## src/rtl/quant_drain_scheduler.sv

```systemverilog
// Round-robin drain of accumulator columns through one shared saturating quantizer.
// Each grant collects PACK right-shifted, 8-bit-saturated results into one tagged output word.
module quant_drain_scheduler #(
  parameter int NUM_REQ = 4,
  parameter int ACC_W   = 24,
  parameter int PACK    = 4
) (
  input  logic                       clk,
  input  logic                       rst,
  input  logic [NUM_REQ-1:0]         req_valid,
  input  logic [NUM_REQ*ACC_W-1:0]   req_data,
  output logic [NUM_REQ-1:0]         req_ready,
  input  logic [4:0]                 cfg_shift,
  output logic                       out_valid,
  input  logic                       out_ready,
  output logic [8*PACK-1:0]          out_data,
  output logic [$clog2(NUM_REQ)-1:0] out_src,
  output logic                       busy
);

  localparam int SW = $clog2(NUM_REQ);
  localparam int CW = $clog2(PACK);
  localparam logic [4:0] MAX_SHIFT = 5'(ACC_W - 1);

  typedef enum logic [1:0] {IDLE, ARB, COLLECT, OUT} state_t;

  state_t              state_reg, state_next;
  logic                rst_ok_reg;
  logic [SW-1:0]       rr_ptr_reg;
  logic [SW-1:0]       grant_reg;
  logic [4:0]          shift_reg;
  logic [CW-1:0]       cnt_reg;
  logic [8*(PACK-1)-1:0] pack_reg;
  logic [8*PACK-1:0]   out_data_reg;
  logic [SW-1:0]       out_src_reg;

  logic [ACC_W-1:0]    col_data [NUM_REQ];
  logic [ACC_W-1:0]    sel_data;
  logic [ACC_W-1:0]    shifted;
  logic [7:0]          sat_byte;
  logic                hs;
  logic                last_byte;
  logic                arb_found;
  logic [SW-1:0]       arb_idx;
  logic [SW-1:0]       cand;

  genvar gi;
  generate
    for (gi = 0; gi < NUM_REQ; gi++) begin : g_col
      assign col_data[gi]  = req_data[gi*ACC_W +: ACC_W];
      assign req_ready[gi] = (state_reg == COLLECT) && (grant_reg == SW'(gi));
    end
  endgenerate

  // Quantizer: saturate on the full shifted value before keeping the low byte.
  assign sel_data  = col_data[grant_reg];
  assign shifted   = sel_data >> shift_reg;
  assign sat_byte  = (|shifted[ACC_W-1:8]) ? 8'hFF : shifted[7:0];
  assign hs        = (state_reg == COLLECT) && req_valid[grant_reg];
  assign last_byte = (cnt_reg == CW'(PACK - 1));

  assign out_valid = (state_reg == OUT);
  assign busy      = (state_reg != IDLE);
  assign out_data  = out_data_reg;
  assign out_src   = out_src_reg;

  // Rotating priority search starting at rr_ptr; index wraps by truncation.
  always_comb begin
    arb_found = 1'b0;
    arb_idx   = '0;
    cand      = '0;
    for (int i = 0; i < NUM_REQ; i++) begin
      cand = rr_ptr_reg + SW'(i);
      if (!arb_found && req_valid[cand]) begin
        arb_found = 1'b1;
        arb_idx   = cand;
      end
    end
  end

  // Release is taken through one flop so the FSM sits in IDLE for a cycle after reset.
  always_ff @(posedge clk or negedge rst) begin
    if (!rst) rst_ok_reg <= 1'b0;
    else      rst_ok_reg <= 1'b1;
  end

  always_ff @(posedge clk or negedge rst) begin
    if (!rst) state_reg <= IDLE;
    else      state_reg <= state_next;
  end

  always_comb begin
    state_next = state_reg;
    case (state_reg)
      IDLE:    if (|req_valid) state_next = ARB;
      ARB:     state_next = arb_found ? COLLECT : IDLE;
      COLLECT: if (hs && last_byte) state_next = OUT;
      OUT:     if (out_ready) state_next = (|req_valid) ? ARB : IDLE;
      default: state_next = IDLE;
    endcase
    if (!rst_ok_reg) state_next = IDLE;
  end

  always_ff @(posedge clk or negedge rst) begin
    if (!rst) begin
      rr_ptr_reg   <= '0;
      grant_reg    <= '0;
      shift_reg    <= '0;
      cnt_reg      <= '0;
      pack_reg     <= '0;
      out_data_reg <= '0;
      out_src_reg  <= '0;
    end else begin
      case (state_reg)
        ARB: begin
          if (arb_found) grant_reg <= arb_idx;
          shift_reg <= (cfg_shift > MAX_SHIFT) ? MAX_SHIFT : cfg_shift;
          cnt_reg   <= '0;
        end
        COLLECT: begin
          if (hs) begin
            cnt_reg <= cnt_reg + CW'(1);
            for (int i = 0; i < PACK - 1; i++) begin
              if (cnt_reg == CW'(i)) pack_reg[i*8 +: 8] <= sat_byte;
            end
            if (last_byte) begin
              out_data_reg <= {sat_byte, pack_reg};
              out_src_reg  <= grant_reg;
            end
          end
        end
        OUT: begin
          if (out_ready) rr_ptr_reg <= grant_reg + SW'(1);
        end
        default: ;
      endcase
    end
  end

endmodule

```

## config.mk

```make
export PLATFORM = sky130hd
export DESIGN_NAME = quant_drain_scheduler
export DESIGN_NICKNAME = d
export VERILOG_FILES = /design/src/rtl/quant_drain_scheduler.sv
export SDC_FILE = /design/constraint.sdc
export NUM_CORES = 1
export LEC_CHECK = 0
export CAP_MARGIN = 20
export CORE_MARGIN = 4
export CORE_UTILIZATION = 50
export DETAILED_ROUTE_END_ITERATION = 7
export GPL_TIMING_DRIVEN = 0
export HOLD_SLACK_MARGIN = 0.12
export PLACE_DENSITY = 0.94
export SETUP_SLACK_MARGIN = 0.1
export SYNTH_ARGS = -nofsm -noshare
export SYNTH_HDL_FRONTEND = slang
export SYNTH_SLANG_ARGS = --single-unit
export TNS_END_PERCENT = 20
```

## constraint.sdc

```tcl
create_clock -name clk -period 4.99 [get_ports clk]
set_input_delay 1.497 -clock clk [delete_from_list [all_inputs] [get_ports clk]]
set_output_delay 1.497 -clock clk [all_outputs]
set_load 0.02 [all_outputs]
```

Word level (Yosys, flattened, before mapping)
Cells that the tools add are included.
{"block": "op_classes", "addsub": 5, "mul": 0, "div_mod_pow": 0, "magnitude_cmp": 7, "n_eq_ne": 13, "shifts": 1, "n_mux": 32, "bitwise_logic": 1, "n_reduce_logical": 27}
{"operator": "$bmux 24 s2", "count": 1}
{"operator": "$mux 24", "count": 2}
{"operator": "$shr 24x5->24", "count": 1}
{"operator": "$mux 2", "count": 10}
{"operator": "$reduce_or 16->1", "count": 1}
{"operator": "$lt 2x3->1 const B", "count": 5}
{"operator": "$reduce_and 3->1", "count": 5}
{"operator": "$eq 2x2->1 const B", "count": 6}
{"operator": "$bmux 1 s2", "count": 5}
{"operator": "$mux 1", "count": 10}
{"operator": "$logic_and 1x1->1", "count": 9}
{"operator": "$mux 8", "count": 1}
{"operator": "$pmux 2 s4", "count": 1}
{"operator": "$add 2x1->2 const B", "count": 3}
{"operator": "$eq 2x1->1 const B", "count": 3}
{"operator": "$logic_not 2->1", "count": 3}
{"operator": "$ne 3x3->1 const B", "count": 2}
{"operator": "$reduce_and 2->1", "count": 3}
{"operator": "$gt 5x5->1 const B", "count": 1}
{"operator": "$mux 5", "count": 1}
{"operator": "$add 2x2->2 const B", "count": 2}
{"operator": "$pmux 2 s2", "count": 1}
{"operator": "$reduce_bool 2->1", "count": 2}
{"operator": "$reduce_or 4->1", "count": 1}
{"operator": "5 further kinds", "count": 7}
{"block": "totals", "regBits": 72, "latchBits": 0, "ram_bits": 0, "mem_bits_ro": 0, "inputBits": 108, "out_inout_bits": 40, "wordCells": 97, "mem_count": 0}

Depth between registers and ports, before layout
Gate-level depths: netlist (run 1).
{"block": "depth", "ltp_word": 15, "depth_mapped": 13, "depth_no_buf": 8}

Worst setup path after synthesis (run 1)
Ideal clock, no wire load.
{"block": "synth_timing", "path_type": "in2reg", "from": "input port req_data[83]", "to": "register pack_reg[10]", "setup_ns": 0.125, "arrival_ns": 4.185, "required_ns": 4.865, "slack_ns": 0.680, "stages": 8, "n_path_buf": 0, "path_cell_list": "mux2_2 -> mux4_1 -> mux4_2 -> or3_1 -> nor4b_2 -> nand2_1 -> o41a_1 -> mux2_2"}
{"block": "synth_between", "elab_chain_len": 6}
{"item": "start: declaration", "line_no": "11", "rtl": "input logic [NUM_REQ*ACC_W-1:0] req_data,"}
{"item": "$bmux 24 s2 *", "line_no": "56", "rtl": "assign sel_data = col_data[grant_reg];"}
{"item": "$mux 24 (not written as such) * (2 in series)", "line_no": "56"}
{"item": "$shr 24x5->24 *", "line_no": "57", "rtl": "assign shifted = sel_data >> shift_reg;"}
{"item": "$reduce_or 16->1", "line_no": "58", "rtl": "assign sat_byte = (|shifted[ACC_W-1:8]) ? 8'hFF : shifted[7:0];"}
{"item": "$mux 8 *", "line_no": "58"}
{"item": "end signal: indexed assignment", "line_no": "124", "rtl": "if (cnt_reg == CW'(i)) pack_reg[i*8 +: 8] <= sat_byte;"}
{"item": "end: declaration", "line_no": "33", "rtl": "logic [8*(PACK-1)-1:0] pack_reg;"}
Every way passes the cells marked *; elsewhere a longest branch is shown, timed or not. The select of a mux whose other input is x is not followed.
A chain may end at the register's enable or synchronous reset.

Worst setup path after layout (run 1)
{"block": "layout_timing", "from": "input port req_data[90]", "to": "register pack_reg[5]"}
The elaborated chain is that of the path after synthesis.

==> results of run 1 <==
[timing repair]
action	in CTS	in global routing
cloned	0	0
endpoints found under the setup margin	4	9
gates resized for setup	1	1
[how the worst min path moves through the flow]
stage,startpoint,to,cells past startpoint
6_report,pack_reg[6],pack_reg[6],2
3_5_place_dp,out_data[31],out_data[31],2
3_3_place_gp,pack_reg[14],pack_reg[14],2
2_1_floorplan,pack_reg[12],pack_reg[12],2
5_1_grt,pack_reg[2],out_data[2],1
4_1_cts,out_data[31],out_data[31],2
[final cells by class]
cell class / instances / area (um2)
Multi-Input combinational cell: 399 / 3440
Fill cell: 770 / 3190
Sequential cell: 72 / 1800
Timing Repair Buffer: 147 / 1470
Tap cell: 136 / 170
Buffer: 36 / 160
Clock buffer: 9 / 124
Clock inverter: 7 / 63.8
Inverter: 12 / 45.0
[routing by layer]
| layer | GRT usage [%] | vias to the layer above |
|---|---|---|
| met3 | 7.65 | 54 |
| met5 | 0 | - |
| li1 | - | 2284 |
| met1 | 32.7 | 2518 |
| met2 | 46.9 | 366 |
| met4 | 8.57 | 0 |
[stage by stage]
step | setup TNS [ps] | worst slack, ps | instances | power (mW) | utilization [%]
finish | 0 | 194 | 818 | 3.47 | 69.6
global route | 0 | 32.5 | 818 | 3.67 | 69.6
CTS | 0 | 226 | 818 | 3.42 | 69.6
detailed placement | -2980 | -374 | 802 | 2.96 | 67.7
global placement | -1650 | -316 | 802 | 2.89 | 67.7
floorplan | 0 | 680 | 519 | 2.32 | -
[worst register-to-register path, delay by kind of cell, from the launching register on]
| family | cells | cell delay [ps] |
|---|---|---|
| AOI/OAI and AO/OA | 3 | 1060 |
| buffers and inverters | 5 | 1890 |
| muxes | 2 | 840 |
| and+or+nand+nor | 2 | 190 |
| DFF | 1 | 410 |
[logic make-up (layout without fill, tap and decap cells)]
kind of cell	Yosys count	count (layout)
buffers and inverters	48	211
flip-flops	72	72
adder cells (fa/ha/maj)	8	8
AO/OA/AOI/OAI	109	109
multiplexers	133	133
other	1	1
AND/OR/NAND/NOR	148	148
[placed cells by master (no fill, tap or decap), drive strengths merged, types with 15 or more instances in the layout]
cell type / synthesis / layout
a21oi: 23 / 23
buf: 14 / 15
clkbuf: 22 / 31
clkdlybuf4s50: 0 / 146
dfrtp: 72 / 72
mux2: 61 / 61
mux2i: 27 / 27
mux4: 45 / 45
nand2: 61 / 61
nor2: 36 / 36
o21ai: 42 / 42
[cells in the mapped netlist (11+ instances only)]
| cell | count |
|---|---|
| sky130_fd_sc_hd__nor3_1 | 11 |
| sky130_fd_sc_hd__mux2i_1 | 27 |
| sky130_fd_sc_hd__a21oi_1 | 23 |
| sky130_fd_sc_hd__mux4_2 | 43 |
| sky130_fd_sc_hd__dfrtp_1 | 72 |
| sky130_fd_sc_hd__mux2_2 | 61 |
| sky130_fd_sc_hd__nand2_1 | 61 |
| sky130_fd_sc_hd__o21ai_0 | 42 |
| sky130_fd_sc_hd__clkbuf_1 | 22 |
| sky130_fd_sc_hd__buf_1 | 11 |
| sky130_fd_sc_hd__nor2_1 | 36 |
[where the power goes]
group | switching, mW | leakage [nW] | internal [mW] | total [mW]
sequential | 0.104 | 0.953 | 0.716 | 0.820
clock | 0.251 | 0.0903 | 0.191 | 0.443
combinational | 1.22 | 1.94 | 0.989 | 2.21
==> flow_metrics.env, run 1 <==
export IMPL_number_of_enable_flip_flop_cells_after_synthesis=0
export IMPL_placement_cell_area_um2=7080
export IMPL_clk_transition_reported_paths_ps=80
export IMPL_muxShareOfSynthArea_pct=36.3
export IMPL_slew_headroom_pct=42.2
export IMPL_postSynth_topFlopCell="sky130_fd_sc_hd__dfrtp_1"
export IMPL_synth_adder_area_share_pct=1.84
export IMPL_critical_path_top_cell_by_count="sky130_fd_sc_hd__mux4_2"
export IMPL_met3RoutedLength_mm=1.87
export IMPL_crit_reg2reg_capture="pack_reg[22]"
export IMPL_cts_setup_buffers=0
export IMPL_postSynthCellCount=519
export IMPL_met2_wirelength_mm=8.57
export IMPL_detailroute_via_count=5222
export IMPL_timing_final_hold_violations=0
export IMPL_regToRegSetupSlack_ps=480
export IMPL_fin_area_um2=7280
export IMPL_peakVddDrop_mv=0.301
export IMPL_tritoncts_num_buffers=9
export IMPL_total_congestion_overflow=0
export IMPL_rsz0062_at_grt="yes"
export IMPL_power_per_cell_area_nw_per_um2=477
export IMPL_ant_nets=0
export IMPL_cpMaxStageDelayCell="sky130_fd_sc_hd__o41ai_2"
export IMPL_synth_compound_area_share_pct=12.3
export IMPL_postSynthAreaPerCell_um2=10.5
export IMPL_ctsHoldBuffers=0
export IMPL_drcViolationCount=0
export IMPL_core_rowCount=37
export IMPL_min_period_over_period_pct=96.1
export IMPL_avgRoutedWirePerCell_um=21.2
export IMPL_finalClockSkew_ps=7.72
export IMPL_layout_min_cycle_time_ps=4800
export IMPL_area_delta_synth_final_pct=33.7
export IMPL_fin_nets=793
export IMPL_synth_lib_cells_used_distinct=54
export IMPL_synth_top_family_by_area="multiplexers"
export IMPL_placement_io_buffers=147
export IMPL_cp_capture_point="pack_reg[5]"
export IMPL_h_tree_depth=3
export IMPL_grt_util_all_layers_pct=27.1
export IMPL_routed_via_density=6.38
export IMPL_max_freq_mhz=209
export IMPL_fin_worst_hold_slack_ps=489
export IMPL_number_of_antenna_violations_at_the_first_check_in_global_routing=0
export IMPL_insertion_delay_ps=360
export IMPL_yosysTopAreaCell="sky130_fd_sc_hd__dfrtp_1"
export IMPL_grt_max_degree=73
export IMPL_die_area_um2=12600
export IMPL_critical_path_top_delay_family="multiplexers"
export IMPL_tritoncts_num_sinks=72
export IMPL_cts_root_buffer="sky130_fd_sc_hd__clkbuf_8"
export IMPL_cts_tree="built"
export IMPL_worst_reg2reg_startpoint="grant_reg[1]"
export IMPL_post_synthesis_async_set_or_reset_flop_share_pct=100
export IMPL_gp_routability_congestion=1.01
export IMPL_setup_worst_path_class="in2reg"
export IMPL_critPathLaunch="req_data[90]"
export IMPL_cpPeakStageDelay_ps=660
export IMPL_drt_wl_total_mm=17.3
export IMPL_firstDrtPassIters=5
export IMPL_die_width_um=112
export IMPL_die_height_um=112
export IMPL_r2r_worst_path_cells=12
export IMPL_synth_simple_gate_area_share_pct=12.5
export IMPL_critPathLaunchType="input port"
export IMPL_synth_ff_latch_count=72
export IMPL_run_status="finished, final reports clean"
export IMPL_maxCapViolations=0
export IMPL_coreArea_um2=10500
export IMPL_post_synth_top_area_fraction_pct=33.1
export IMPL_yosysSeqAreaShare_pct=33.1
export IMPL_post_dp_hpwl_mm=13.9
export IMPL_yosysWarnings=0
export IMPL_path_buf_inv=1
export IMPL_diodes=0
export IMPL_cts_max_path_bufs=2
export IMPL_drive_above_1_share_pct=18.6
export IMPL_worst_hold_path_class="reg2reg"
export IMPL_cellLeakagePower_nw=2.99
export IMPL_post_synth_xor_area_fraction_pct=0
export IMPL_report_final_slew_viol_count=0
export IMPL_cp_cell_sequence="clkdlybuf4s50_1 -> mux4_2 -> mux2_2 -> mux4_2 -> or3_1 -> nor4b_2 -> nand2_1 -> o41ai_2 -> o21ai_0"
export IMPL_drt_iter0_markers=569
export IMPL_cp_num_cells=9
export IMPL_critPathRequiredTime_ps=5210
export IMPL_route_top_layer_used="met4"
export IMPL_largest_register_ff_count=32
export IMPL_worstPathMaxFanout=5
export IMPL_net_count_synth=635
export IMPL_endpoint_kind="register"
export IMPL_floorplan_initialDensity_pct=52.0
export IMPL_post_synth_main_area_contributors="sky130_fd_sc_hd__dfrtp_1 (33%), sky130_fd_sc_hd__mux4_2 (18%), sky130_fd_sc_hd__mux2_2 (13%), sky130_fd_sc_hd__mux2i_1 (5.0%), sky130_fd_sc_hd__nand2_1 (4.2%)"
export IMPL_max_slew_worst_pin_slew_ps=867
export IMPL_syn_cell_area_um2=5440
export IMPL_number_of_top_level_pins=148
export IMPL_met1Wirelength_mm=6.32
export IMPL_setup_viol=0
export IMPL_worst_endpoint_arrival_ps=5010
export IMPL_grt_pass1_vias=5511
export IMPL_grt_pass1_wl_mm=27.5
Note: power is estimated with default switching activity, not from simulation.
==> run 2, diff against run 1 <==
SKIP_LAST_GASP = 1   (was unset)
==> results of run 2 <==
Final layout, timing and power as in run 1 (identical DEF).
==> run 3, diff against run 2 <==
CORE_UTILIZATION = 35   (was 50)
PLACE_DENSITY = 0.73   (was 0.94)
==> run 3 against run 2 <==
First-iteration DRC count shrank 23%; total power is 5.8% higher; critical endpoint is now pack_reg[22]; sequential share of layout area decreased by 0.62 points; largest power group unchanged.
==> flow_metrics.env, run 3 (synthesis results as in run 1) <==
export IMPL_ctsHoldBuffers=0
export IMPL_fin_worst_hold_slack_ps=478
export IMPL_fin_nets=793
export IMPL_cellLeakagePower_nw=3.05
export IMPL_cp_cell_sequence="clkdlybuf4s50_1 -> mux4_1 -> mux2_2 -> mux4_2 -> or3_1 -> nor4b_2 -> a21oi_1 -> o31ai_1 -> o21ai_0"
export IMPL_met3RoutedLength_mm=1.31
export IMPL_number_of_antenna_violations_at_the_first_check_in_global_routing=0
export IMPL_drcViolationCount=0
export IMPL_hold_path_depth=2
export IMPL_tritoncts_num_sinks=72
export IMPL_critPathLaunchType="input port"
export IMPL_avgRoutedWirePerCell_um=20.0
export IMPL_insertion_delay_ps=340
export IMPL_setup_viol=0
export IMPL_grt_pass1_wl_mm=28.0
export IMPL_die_area_um2=17600
export IMPL_maxCapViolations=0
export IMPL_grt_pass1_vias=5210
export IMPL_met1Wirelength_mm=7.30
export IMPL_regToRegSetupSlack_ps=380
export IMPL_met2_wirelength_mm=8.38
export IMPL_grt_util_all_layers_pct=19.6
export IMPL_clk_transition_reported_paths_ps=70
export IMPL_cpMaxStageDelayCell="sky130_fd_sc_hd__o31ai_1"
export IMPL_post_dp_hpwl_mm=13.8
export IMPL_timing_final_hold_violations=0
export IMPL_core_rowCount=45
export IMPL_report_final_slew_viol_count=0
export IMPL_finalClockSkew_ps=9.10
export IMPL_hold_start="pack_reg[14]"
export IMPL_placement_cell_area_um2=7150
export IMPL_coreArea_um2=15200
export IMPL_slew_headroom_pct=40.2
export IMPL_die_height_um=133
export IMPL_cpPeakStageDelay_ps=710
export IMPL_floorplan_initialDensity_pct=35.8
export IMPL_firstDrtPassIters=6
export IMPL_drt_wl_total_mm=17.4
export IMPL_number_of_top_level_pins=148
export IMPL_cts_tree="built"
export IMPL_power_per_cell_area_nw_per_um2=492
export IMPL_area_delta_synth_final_pct=37.1
export IMPL_routed_via_density=5.85
export IMPL_grt_max_degree=73
export IMPL_cts_setup_buffers=0
export IMPL_worst_endpoint_arrival_ps=5090
export IMPL_worstPathMaxFanout=5
export IMPL_gp_routability_congestion=0.917
export IMPL_h_tree_depth=3
export IMPL_rsz0062_at_grt="yes"
export IMPL_min_period_over_period_pct=98.4
export IMPL_placement_io_buffers=147
export IMPL_detailroute_via_count=5086
export IMPL_tritoncts_num_buffers=9
export IMPL_cts_max_path_bufs=2
export IMPL_ant_nets=0
export IMPL_mostFrequentLayoutCell="sky130_fd_sc_hd__clkdlybuf4s50_1"
export IMPL_drive_above_1_share_pct=18.8
export IMPL_max_freq_mhz=204
export IMPL_drt_iter0_markers=440
export IMPL_crit_reg2reg_capture="pack_reg[22]"
export IMPL_cts_root_buffer="sky130_fd_sc_hd__clkbuf_16"
export IMPL_worst_reg2reg_startpoint="grant_reg[1]"
export IMPL_fin_area_um2=7460
export IMPL_die_width_um=133
export IMPL_utilization_pct=49.1
export IMPL_n_fill_cell=1367
export IMPL_max_slew_worst_pin_slew_ps=897
export IMPL_total_congestion_overflow=0
export IMPL_diodes=0
export IMPL_setup_worst_path_class="in2reg"
export IMPL_whs_endpoint="pack_reg[14]"
export IMPL_critPathRequiredTime_ps=5170
export IMPL_run_status="finished, final reports clean"
export IMPL_endpoint_kind="register"
export IMPL_most_common_layout_cells="sky130_fd_sc_hd__clkdlybuf4s50_1 (146), sky130_fd_sc_hd__dfrtp_1 (72), sky130_fd_sc_hd__nand2_1 (61), sky130_fd_sc_hd__mux2_2 (61), sky130_fd_sc_hd__mux4_2 (43)"
export IMPL_worst_hold_path_class="reg2reg"
export IMPL_r2r_worst_path_cells=12
export IMPL_peakVddDrop_mv=0.190
export IMPL_route_top_layer_used="met4"
export IMPL_layout_min_cycle_time_ps=4910
export IMPL_largest_register_ff_count=32
run 3: changes by cell type in the layout (fill, tap and decap cells not counted), sizes merged:
cell and delta:
clkinv +1, bufinv +1, clkinvlp -1, inv -1
run 3: area by class of cell:
type / count / area [um2] / area share [%]
timing repair buffer: 147 / 1470 / 19.7
buffer: 36 / 160 / 2.15
tap: 188 / 235 / 3.15
sequential: 72 / 1800 / 24.1
multi-input combinational: 399 / 3450 / 46.2
inverter: 12 / 45.0 / 0.603
clock buffer: 9 / 225 / 3.02
clock inverter: 7 / 77.6 / 1.04
run 3: per-layer routing:
layer	GRT usage (%)	vias up
met5	0	-
met4	6.70	0
met3	3.38	48
met2	32.6	310
met1	26.0	2441
li1	-	2287
run 3: worst max-delay path by stage:
stage,from,slack (ps),cells past startpoint,end
finish,req_data[18],80,9,pack_reg[22]
global route,req_data[17],-110,9,pack_reg[22]
CTS,req_data[17],-80,9,pack_reg[23]
detailed placement,req_data[90],-430,9,pack_reg[23]
global placement,req_data[11],-420,9,pack_reg[13]
floorplan,req_data[83],680,8,pack_reg[10]
run 3: critical path, delay by kind of cell:
family                 cells  cell delay [ps]
and+or+nand+nor            2              660
muxes                      3             1310
buffers and inverters      1              490
AOI/OAI and AO/OA          3             1120
run 3: power by group:
| part | leakage (nW) | internal [mW] | total, mW | switching (mW) |
|---|---|---|---|---|
| logic | 1.95 | 0.991 | 2.19 | 1.20 |
| clock network | 0.147 | 0.392 | 0.662 | 0.269 |
| registers | 0.953 | 0.718 | 0.818 | 0.100 |
run 3: repair_timing:
action	4_1_cts	5_1_grt
hold endpoints to repair	0	0
endpoints found under the setup margin	8	12
gates resized for setup	1	1
run 3: metrics by stage:
stage | instances | total power, mW | TNS [ps] | worst slack (ps)
global route | 870 | 3.91 | -479 | -109
finish | 870 | 3.67 | 0 | 82.0
global placement | 854 | 2.95 | -4300 | -416
floorplan | 519 | 2.32 | 0 | 680
detailed placement | 854 | 2.99 | -4580 | -426
CTS | 870 | 3.66 | -116 | -77.7
